`config.mk`:
```
export PLATFORM = sky130hd
export DESIGN_NAME = ifu_prefetch
export DESIGN_NICKNAME = d
export VERILOG_FILES = /design/src/rtl/ifu_prefetch_pkg.sv /design/src/rtl/ifu_inst_queue.sv /design/src/rtl/ifu_prefetch.sv
export SDC_FILE = /design/constraint.sdc
export NUM_CORES = 1
export LEC_CHECK = 0
export ABC_AREA = 1
export BUFFER_PORTS_ARGS = -buffer_cell sky130_fd_sc_hd__clkbuf_2
export CAP_MARGIN = 5
export CORE_UTILIZATION = 30
export DETAILED_ROUTE_END_ITERATION = 7
export PLACE_DENSITY = 0.58
export SLEW_MARGIN = 20
export SYNTH_ARGS = -nofsm -noshare
export SYNTH_HDL_FRONTEND = slang
export SYNTH_SLANG_ARGS = --single-unit
```
`constraint.sdc`:
```
create_clock -name clk -period 7 [get_ports clk]
set_input_delay 1.4 -clock clk [delete_from_list [all_inputs] [get_ports clk]]
set_output_delay 1.4 -clock clk [all_outputs]
set_load 0.01 [all_outputs]
```
`src/rtl/ifu_prefetch_pkg.sv`:
```
// Shared definitions for the instruction fetch stage.
package ifu_prefetch_pkg;

  localparam int unsigned CPU_WIDTH = 32;
  localparam logic [31:0] RESET_PC  = 32'h0000_0000;
  localparam logic [31:0] INST_NOP  = 32'h0000_0013;

  typedef enum logic [1:0] {
    IFU_IDLE  = 2'd0,
    IFU_FETCH = 2'd1,
    IFU_FLUSH = 2'd2
  } ifu_state_e;

endpackage

```
`src/rtl/ifu_inst_queue.sv`:
```
// Synchronous FIFO of {pc, inst} pairs with push/pop/flush and occupancy flags.
module ifu_inst_queue #(
  parameter int unsigned WIDTH = 32,
  parameter int unsigned DEPTH = 2
) (
  input  logic                         clk,
  input  logic                         rst,
  input  logic                         push,
  input  logic [WIDTH-1:0]             push_pc,
  input  logic [WIDTH-1:0]             push_inst,
  input  logic                         pop,
  input  logic                         flush,
  output logic [WIDTH-1:0]             head_pc,
  output logic [WIDTH-1:0]             head_inst,
  output logic [$clog2(DEPTH+1)-1:0]   count,
  output logic                         full,
  output logic                         empty
);

  localparam int unsigned AW = (DEPTH > 1) ? $clog2(DEPTH) : 1;
  localparam int unsigned CW = $clog2(DEPTH + 1);

  logic [WIDTH-1:0] pc_mem_q   [DEPTH];
  logic [WIDTH-1:0] inst_mem_q [DEPTH];
  logic [AW-1:0]    rd_ptr_q, rd_ptr_d;
  logic [AW-1:0]    wr_ptr_q, wr_ptr_d;
  logic [CW-1:0]    count_q, count_d;
  logic             do_push, do_pop;

  // Next pointers and occupancy; flush discards everything, including a same-cycle push.
  always_comb begin
    full      = (count_q == CW'(DEPTH));
    empty     = (count_q == '0);
    do_pop    = pop && !flush && !empty;
    do_push   = push && !flush && (!full || do_pop);
    rd_ptr_d  = rd_ptr_q;
    wr_ptr_d  = wr_ptr_q;
    count_d   = count_q;
    if (flush) begin
      rd_ptr_d = '0;
      wr_ptr_d = '0;
      count_d  = '0;
    end else begin
      if (do_pop)  rd_ptr_d = rd_ptr_q + AW'(1);
      if (do_push) wr_ptr_d = wr_ptr_q + AW'(1);
      count_d = count_q + CW'(do_push) - CW'(do_pop);
    end
    count     = count_q;
    head_pc   = pc_mem_q[rd_ptr_q];
    head_inst = inst_mem_q[rd_ptr_q];
  end

  // Pointer and count registers.
  always_ff @(posedge clk) begin
    if (rst) begin
      rd_ptr_q <= '0;
      wr_ptr_q <= '0;
      count_q  <= '0;
    end else begin
      rd_ptr_q <= rd_ptr_d;
      wr_ptr_q <= wr_ptr_d;
      count_q  <= count_d;
    end
  end

  // Entry storage; needs no reset because occupancy gates every read.
  always_ff @(posedge clk) begin
    if (do_push) begin
      pc_mem_q[wr_ptr_q]   <= push_pc;
      inst_mem_q[wr_ptr_q] <= push_inst;
    end
  end

endmodule

```
`src/rtl/ifu_prefetch.sv`:
```
// Fetch stage: owns the fetch PC, issues in-order imem requests under a
// credit limit, queues responses with their PC, and flushes on redirect.
module ifu_prefetch #(
  parameter int unsigned          CPU_WIDTH       = ifu_prefetch_pkg::CPU_WIDTH,
  parameter logic [CPU_WIDTH-1:0] RESET_PC        = CPU_WIDTH'(ifu_prefetch_pkg::RESET_PC),
  parameter int unsigned          QUEUE_DEPTH     = 2,
  parameter int unsigned          MAX_OUTSTANDING = 2
) (
  input  logic                 clk,
  input  logic                 rst,
  input  logic                 enable,
  output logic                 ifu2imem_req_valid,
  output logic [CPU_WIDTH-1:0] ifu2imem_req_addr,
  input  logic                 imem2ifu_req_ready,
  input  logic                 imem2ifu_rsp_valid,
  input  logic [CPU_WIDTH-1:0] imem2ifu_rsp_inst,
  input  logic                 exu2ifu_redirect,
  input  logic [CPU_WIDTH-1:0] exu2ifu_target,
  output logic                 ifu2idu_en,
  output logic [CPU_WIDTH-1:0] ifu2idu_pc,
  output logic [CPU_WIDTH-1:0] ifu2idu_inst,
  input  logic                 idu2ifu_ready
);

  import ifu_prefetch_pkg::*;

  localparam int unsigned CNT_W = $clog2(QUEUE_DEPTH + 1);
  localparam int unsigned SUM_W = CNT_W + 1;
  localparam logic [SUM_W-1:0] DEPTH_L   = SUM_W'(QUEUE_DEPTH);
  localparam logic [CNT_W-1:0] MAX_OUT_L = CNT_W'(MAX_OUTSTANDING);

  ifu_state_e           state_q, state_d;
  logic [CPU_WIDTH-1:0] fetch_pc_q, fetch_pc_d;
  logic [CPU_WIDTH-1:0] resp_pc_q, resp_pc_d;
  logic [CNT_W-1:0]     out_q, out_d;
  logic [CNT_W-1:0]     drop_q, drop_d;

  logic [CPU_WIDTH-1:0] target_aligned;
  logic                 req_valid, accept, idu_en, pop, push;
  logic [CNT_W-1:0]     q_count;
  logic                 q_full, q_empty;
  logic [CPU_WIDTH-1:0] q_head_pc, q_head_inst;

  ifu_inst_queue #(
    .WIDTH (CPU_WIDTH),
    .DEPTH (QUEUE_DEPTH)
  ) u_queue (
    .clk       (clk),
    .rst       (rst),
    .push      (push),
    .push_pc   (resp_pc_q),
    .push_inst (imem2ifu_rsp_inst),
    .pop       (pop),
    .flush     (exu2ifu_redirect),
    .head_pc   (q_head_pc),
    .head_inst (q_head_inst),
    .count     (q_count),
    .full      (q_full),
    .empty     (q_empty)
  );

  // Request credits, response routing (keep or drop), redirect and output handshake.
  always_comb begin
    target_aligned = {exu2ifu_target[CPU_WIDTH-1:2], 2'b00};
    req_valid = (state_q != IFU_IDLE) && enable && !exu2ifu_redirect
             && (({1'b0, out_q} + {1'b0, q_count}) < DEPTH_L)
             && (out_q < MAX_OUT_L);
    accept     = req_valid && imem2ifu_req_ready;
    idu_en     = !q_empty && enable;
    pop        = idu_en && idu2ifu_ready;
    push       = 1'b0;
    fetch_pc_d = fetch_pc_q;
    resp_pc_d  = resp_pc_q;
    drop_d     = drop_q;
    out_d      = out_q + CNT_W'(accept) - CNT_W'(imem2ifu_rsp_valid);
    if (exu2ifu_redirect) begin
      fetch_pc_d = target_aligned;
      resp_pc_d  = target_aligned;
      drop_d     = out_q - CNT_W'(imem2ifu_rsp_valid);
    end else begin
      if (accept) fetch_pc_d = fetch_pc_q + CPU_WIDTH'(4);
      if (imem2ifu_rsp_valid) begin
        if (drop_q != '0) begin
          drop_d = drop_q - CNT_W'(1);
        end else begin
          push      = 1'b1;
          resp_pc_d = resp_pc_q + CPU_WIDTH'(4);
        end
      end
    end
    ifu2imem_req_valid = req_valid;
    ifu2imem_req_addr  = fetch_pc_q;
    ifu2idu_en         = idu_en;
    ifu2idu_pc         = q_empty ? '0 : q_head_pc;
    ifu2idu_inst       = q_empty ? '0 : q_head_inst;
  end

  // Next state: FLUSH whenever responses remain to be discarded.
  always_comb begin
    state_d = state_q;
    case (state_q)
      IFU_IDLE: begin
        if (drop_d != '0)     state_d = IFU_FLUSH;
        else if (enable)      state_d = IFU_FETCH;
      end
      IFU_FETCH: begin
        if (exu2ifu_redirect && drop_d != '0) state_d = IFU_FLUSH;
        else if (!enable && drop_q == '0)     state_d = IFU_IDLE;
      end
      IFU_FLUSH: begin
        if (drop_d == '0) state_d = enable ? IFU_FETCH : IFU_IDLE;
      end
      default: state_d = IFU_IDLE;
    endcase
  end

  // State, PC and counter registers.
  always_ff @(posedge clk) begin
    if (rst) begin
      state_q    <= IFU_IDLE;
      fetch_pc_q <= RESET_PC;
      resp_pc_q  <= RESET_PC;
      out_q      <= '0;
      drop_q     <= '0;
    end else begin
      state_q    <= state_d;
      fetch_pc_q <= fetch_pc_d;
      resp_pc_q  <= resp_pc_d;
      out_q      <= out_d;
      drop_q     <= drop_d;
    end
  end

endmodule

```
==> impl_metrics.env, run 1 <==
export IMPL_status="finished clean"
export IMPL_holdPathStages=2
export IMPL_hp_class="flop to flop"
export IMPL_tns_ns=0
export IMPL_std_cell_rows=64
export IMPL_async_reset_ff_frac=0
export IMPL_rrSetupSlack_ns=3.82
export IMPL_reg2regPathDepth=7
export IMPL_crit_start="exu2ifu_redirect"
export IMPL_powerDensity_mw_per_mm2=225
export IMPL_drive_gt1_frac=0.188
export IMPL_finClkSkew_ns=0.0142
export IMPL_crit_type="primary input to primary output"
export IMPL_path_max_fanout=51
export IMPL_clock_latency_ns=0.44
export IMPL_synth_cell_type_count=44
export IMPL_end_kind="primary output"
export IMPL_synthToLayoutAreaGrowth_pct=18.3
export IMPL_drc=0
export IMPL_yosysWarnings=0
export IMPL_synthCells=1145
export IMPL_min_period_ns=4.01
export IMPL_grt_max_degree=65
export IMPL_cp_start_kind="primary input"
export IMPL_grt_pass1_wl_um=41000
export IMPL_die_h_um=180
export IMPL_hpwl_um=18300
export IMPL_globalplace_congestion=0.874
export IMPL_first_global_vias=7518
export IMPL_finalSetupViolCount=0
export IMPL_instances_no_fill=1700
export IMPL_synth_edff_count=124
export IMPL_postRouteAntennaNets=0
export IMPL_regArea_sq_mm=0.00515
export IMPL_postCtsSetupBuffers=0
export IMPL_r2r_end="u_queue.inst_mem_q[0][18]"
export IMPL_viasPerCell=4.74
export IMPL_grt_usage=0.161
export IMPL_crit_chain="clkbuf_2 -> buf_4 -> inv_8 -> nand3_4 -> nor2_8 -> clkbuf_2"
export IMPL_io_buffers=162
export IMPL_wl_per_cell_um=15.4
export IMPL_crit_family="buffers and inverters"
export IMPL_syn_area_sq_mm=0.00954
export IMPL_clock_sinks=195
export IMPL_highest_layer="met4"
export IMPL_drt_iter0_markers=725
export IMPL_slew_headroom=0.352
export IMPL_start_util=0.309
export IMPL_ys_flop_type="edfxtp_1"
export IMPL_via_count=8052
export IMPL_finalHoldViolCount=0
export IMPL_synth_top_area_frac=0.390
export IMPL_route_met2_wl_um=11500
export IMPL_min_period_over_period=0.573
export IMPL_htree_levels=4
export IMPL_rsz0062_at_grt="no"
export IMPL_ys_seq_elements=195
export IMPL_reg2reg_from="u_queue.count[1]"
export IMPL_drtPass1Iterations=6
export IMPL_required_ns=5.60
export IMPL_path_clk_slew_ns=0.07
export IMPL_ys_seq_area_frac=0.539
export IMPL_met3_wirelength_um=1850
export IMPL_drt_total_wl_um=26200
export IMPL_crit_slowest_cell="buf_4"
export IMPL_p_leak_uw=0.00443
export IMPL_worstHoldStart="u_queue.rd_ptr_q"
export IMPL_antenna_found_initial=0
export IMPL_wirelength_met1_um=12700
export IMPL_antennaDiodeCount=0
export IMPL_die_area_sq_mm=0.0325
export IMPL_grt_ovfl_total=0
export IMPL_cts_tree="built"
export IMPL_critPathMaxStageDelay_ns=0.49
export IMPL_design_portCount=169
export IMPL_nFillCells=3194
export IMPL_cp_depth=6
export IMPL_path_buf_inv=4
export IMPL_yosysTopAreaCell="edfxtp_1"
export IMPL_max_freq_mhz=249
export IMPL_worst_ir_drop_vdd_v=0.000173
export IMPL_post_cts_resized=0
export IMPL_hold_buffers=0
export IMPL_multi_input_area_sq_mm=0.00389
export IMPL_arrival_ns=2.61
export IMPL_num_nets_final=1371
export IMPL_syn_area_per_cell_sq_um=8.33
export IMPL_die_w_um=180
export IMPL_crit_top_cell="clkbuf_2"
export IMPL_slew_violations=0
export IMPL_ys_top_cells_by_area="edfxtp_1 (39%), nand2_1 (15%), dfxtp_1 (15%)"
export IMPL_clockRootBuffer="clkbuf_16"
export IMPL_drv_cap=0
export IMPL_numCtsBuffers=17
export IMPL_worst_slew_pin_slew_ns=0.971
export IMPL_core_area_sq_mm=0.0309
export IMPL_dp_cells=1669
export IMPL_cts_buffer_depth=2
-- worst register-to-register path, cell delays in order (launching register included) --
cell and delay [ns]:
dfxtp_1 0.50, nor2_4 0.04, buf_4 0.33, nor3_1 0.23
nand2_1 0.16, a31oi_4 0.21, nor2b_4 0.83, buf_4 0.53
-- metal layers --
layer	global-route usage	vias up
met1	0.231	3673
met2	0.248	280
li1	-	4084
met4	0.0342	0
met5	0	-
met3	0.0327	15
-- cells in the final DEF (no fill, tap or decap), types with 8 or more instances in the layout --
cell / instances
clkbuf_2: 162
nand3b_1: 9
edfxtp_1: 124
inv_2: 8
o21ai_0: 38
o21bai_1: 10
nand4_1: 8
nor2_1: 108
nor2_2: 9
a31oi_1: 9
a21oi_1: 117
dfxtp_1: 70
clkbuf_16: 17
inv_1: 72
nand2_1: 387
o21ai_1: 13
nand3_1: 57
-- per-stage QoR --
step | utilization | worst slack (ns) | instance area, sq um | power [uW] | hold slack [ns]
global placement | 0.346 | 2.65 | 10700 | 1590 | 0.469
global route | 0.365 | 2.85 | 11300 | 2640 | 0.523
floorplan | - | 1.66 | 9550 | 1500 | 0.448
finish | 0.365 | 2.99 | 11300 | 2540 | 0.482
CTS | 0.365 | 2.95 | 11300 | 2560 | 0.482
detailed placement | 0.346 | 2.62 | 10700 | 1600 | 0.472
-- cell usage after synthesis (10+ instances only) --
cell and number:
o21bai_1 10, nand2_1 387, edfxtp_1 124, nand3_1 57
a21oi_1 117, dfxtp_1 71, nor2_1 108, o21ai_0 38
o21ai_1 13, clkbuf_1 27, inv_1 73, nor2_2 10
-- report_power, final --
part	switching [uW]	leakage (uW)	internal, uW	total, uW
Combinational	160	0.00244	86.3	246
Sequential	48.7	0.00172	1270	1320
Clock	491	0.000282	479	970
-- layout make-up --
| cell class | instances | share of cell area |
|---|---|---|
| clock buffers | 17 | 0.0377 |
| clock inverters | 14 | 0.0139 |
| inverters | 81 | 0.0276 |
| multi-input cells | 828 | 0.344 |
| flip-flops and latches | 195 | 0.456 |
| well taps | 396 | 0.0439 |
| repair buffers | 169 | 0.0765 |
-- logic make-up (layout without fill, tap and decap cells) --
kind of cell	after synthesis	in the layout	share of synthesized area
adder cells (fa/ha/maj)	8	8	0.0113
AND/OR/NAND/NOR	613	613	0.276
flip-flops	195	195	0.539
buffers and inverters	125	281	0.0559
AO/OA/AOI/OAI	195	195	0.110
other	1	4	0.000393
XOR/XNOR	8	8	0.00734
-- how the worst max path moves through the flow --
| stage | endpoint |
|---|---|
| 2_1_floorplan | u_queue.inst_mem_q[0][0] |
| 3_3_place_gp | u_queue.inst_mem_q[0][7] |
| 3_5_place_dp | u_queue.inst_mem_q[0][5] |
| 4_1_cts | ifu2idu_pc[8] |
| 5_1_grt | ifu2idu_pc[8] |
| 6_report | ifu2imem_req_valid |
-- flip-flops by register name, indices dropped and copies added (netlist names), named ones only --
name                count
drop_q                  2
ifu2imem_req_addr      30
out_q                   2
resp_pc_q              30
state_q                 2
u_queue.count           2
u_queue.inst_mem_q     64
u_queue.pc_mem_q       60
u_queue.rd_ptr_q        1
u_queue.wr_ptr_q        1
Power figures use the tool's default switching activity.
==> inputs of run 2 (changes only) <==
==> constraint.sdc (replaced) <==
create_clock -name clk -period 3.9 [get_ports clk]
set_input_delay 0.78 -clock clk [delete_from_list [all_inputs] [get_ports clk]]
set_output_delay 0.78 -clock clk [all_outputs]
set_load 0.01 [all_outputs]
==> run 2 against run 1 <==
Compared with the run above:
- die area unchanged
- sequential share of layout area down 0.23 points
- flip-flop and latch count unchanged
- utilization up 0.18 points
- routed wire length up 1.8%
- via count up 1.9%
- register-to-register slack worse by 2.4 ns
- clock power up 82%
- total power up 81%
- sequential power up 80%
- final area up 0.50%
- critical path type is now flop to primary output
==> impl_metrics.env, run 2 (synthesis results as in run 1) <==
export IMPL_status="finished clean"
export IMPL_antennaDiodeCount=0
export IMPL_postCtsSetupBuffers=0
export IMPL_first_global_vias=7523
export IMPL_hp_class="flop to flop"
export IMPL_p_leak_uw=0.00446
export IMPL_io_buffers=162
export IMPL_final_cell_mix="nand2_1 (387), clkbuf_2 (162), edfxtp_1 (124)"
export IMPL_grt_max_degree=63
export IMPL_drv_cap=0
export IMPL_cts_buffer_depth=2
export IMPL_viasPerCell=4.82
export IMPL_largest_reg_flops=64
export IMPL_crit_type="flop to primary output"
export IMPL_die_area_sq_mm=0.0325
export IMPL_arrival_ns=2.15
export IMPL_drc=0
export IMPL_cp_start_kind="flop"
export IMPL_globalplace_congestion=0.874
export IMPL_via_count=8201
export IMPL_hpwl_um=18400
export IMPL_min_period_ns=2.93
export IMPL_required_ns=3.12
export IMPL_path_clk_slew_ns=0.07
export IMPL_finalSetupViolCount=0
export IMPL_hold_buffers=0
export IMPL_powerDensity_mw_per_mm2=405
export IMPL_fin_area_sq_mm=0.0113
export IMPL_std_cell_rows=64
export IMPL_path_max_fanout=42
export IMPL_die_h_um=180
export IMPL_top_register="u_queue.inst_mem_q"
export IMPL_start_util=0.309
export IMPL_finalHoldViolCount=0
export IMPL_design_portCount=169
export IMPL_clockRootBuffer="clkbuf_16"
export IMPL_cts_tree="built"
export IMPL_rsz0062_at_grt="no"
export IMPL_synthToLayoutAreaGrowth_pct=18.9
export IMPL_drt_iter0_markers=668
export IMPL_grt_ovfl_total=0
export IMPL_instances_no_fill=1702
export IMPL_drt_total_wl_um=26700
export IMPL_drive_gt1_frac=0.189
export IMPL_top_regs="u_queue.inst_mem_q: 64 flops, u_queue.pc_mem_q: 60 flops"
export IMPL_clock_latency_ns=0.44
export IMPL_post_cts_resized=0
export IMPL_end_kind="primary output"
export IMPL_dp_cells=1670
export IMPL_worst_ir_drop_vdd_v=0.000287
export IMPL_worst_slew_pin_slew_ns=0.887
export IMPL_crit_chain="nor2_4 -> buf_4 -> a21oi_1 -> clkbuf_2"
export IMPL_slew_headroom=0.406
export IMPL_wl_per_cell_um=15.7
export IMPL_rrSetupSlack_ns=1.46
export IMPL_num_nets_final=1372
export IMPL_max_freq_mhz=342
export IMPL_finClkSkew_ns=0.0132
export IMPL_clock_sinks=195
export IMPL_critPathMaxStageDelay_ns=0.53
export IMPL_slew_violations=0
export IMPL_layout_cells_most_common="nand2_1"
export IMPL_grt_usage=0.165
export IMPL_antenna_found_initial=0
export IMPL_min_period_over_period=0.751
export IMPL_grt_pass1_wl_um=41800
export IMPL_htree_levels=4
export IMPL_core_area_sq_mm=0.0309
export IMPL_placed_cell_area_sq_mm=0.0107
export IMPL_crit_slowest_cell="buf_4"
export IMPL_drtPass1Iterations=5
export IMPL_postRouteAntennaNets=0
export IMPL_tns_ns=0
export IMPL_die_w_um=180
export IMPL_numCtsBuffers=17
==> run 2: cell types whose count changed in the layout (fill, tap and decap cells not counted), sizes merged <==
cell / before / now
clkinvlp: 1 / 0
buf: 7 / 8
clkinv: 6 / 10
inv: 88 / 86
==> run 2: layout make-up <==
cell class / instances / area [sq um]
sequential: 195 / 5150
tap: 396 / 495
clock buffer: 17 / 425
fill: 3185 / 19600
clock inverter: 15 / 180
timing repair buffer: 170 / 896
inverter: 81 / 312
multi-input combinational: 828 / 3890
==> run 2: path summary, 6_finish.rpt <==
| check | depth (start not counted) | endpoint | startpoint |
|---|---|---|---|
| worst min-delay path | 2 | flop | u_queue.rd_ptr_q |
| worst max-delay path | 4 | ifu2idu_inst[1] | u_queue.count[1] |
| worst max register to register | 11 | out_q[1] | u_queue.count[1] |
| worst min register to register | 2 | flop | u_queue.rd_ptr_q |
==> run 2: report_power, final <==
group / internal (uW) / switching, uW
registers: 2290 / 89.0
logic: 158 / 291
clock network: 870 / 903
total: 3310 / 1280
==> run 2: per-layer routing <==
layer | vias to the layer above | share of wire | track usage
li1 | 4095 | - | -
met1 | 3820 | 0.48 | 0.237
met2 | 263 | 0.44 | 0.255
met3 | 23 | 0.063 | 0.0285
met4 | 0 | 0.014 | 0.0410
met5 | - | 0 | 0
==> run 2: metrics by stage <==
stage | hold slack, ns | total power (uW) | setup WS (ns) | utilization
3_3_place_gp | 0.466 | 2860 | 0.978 | 0.347
4_1_cts | 0.484 | 4630 | 0.902 | 0.367
3_5_place_dp | 0.473 | 2870 | 0.947 | 0.347
5_1_grt | 0.503 | 4790 | 0.822 | 0.367
6_report | 0.486 | 4600 | 0.972 | 0.367
2_1_floorplan | 0.448 | 2690 | 0.357 | -
==> run 2: worst max-delay path: cells and delay by family, from the launching register on <==
| family | cells | cell delay (ns) |
|---|---|---|
| AOI/OAI and AO/OA | 1 | 0.10 |
| buffers and inverters | 2 | 0.69 |
| DFF | 1 | 0.40 |
| and+or+nand+nor | 1 | 0.49 |
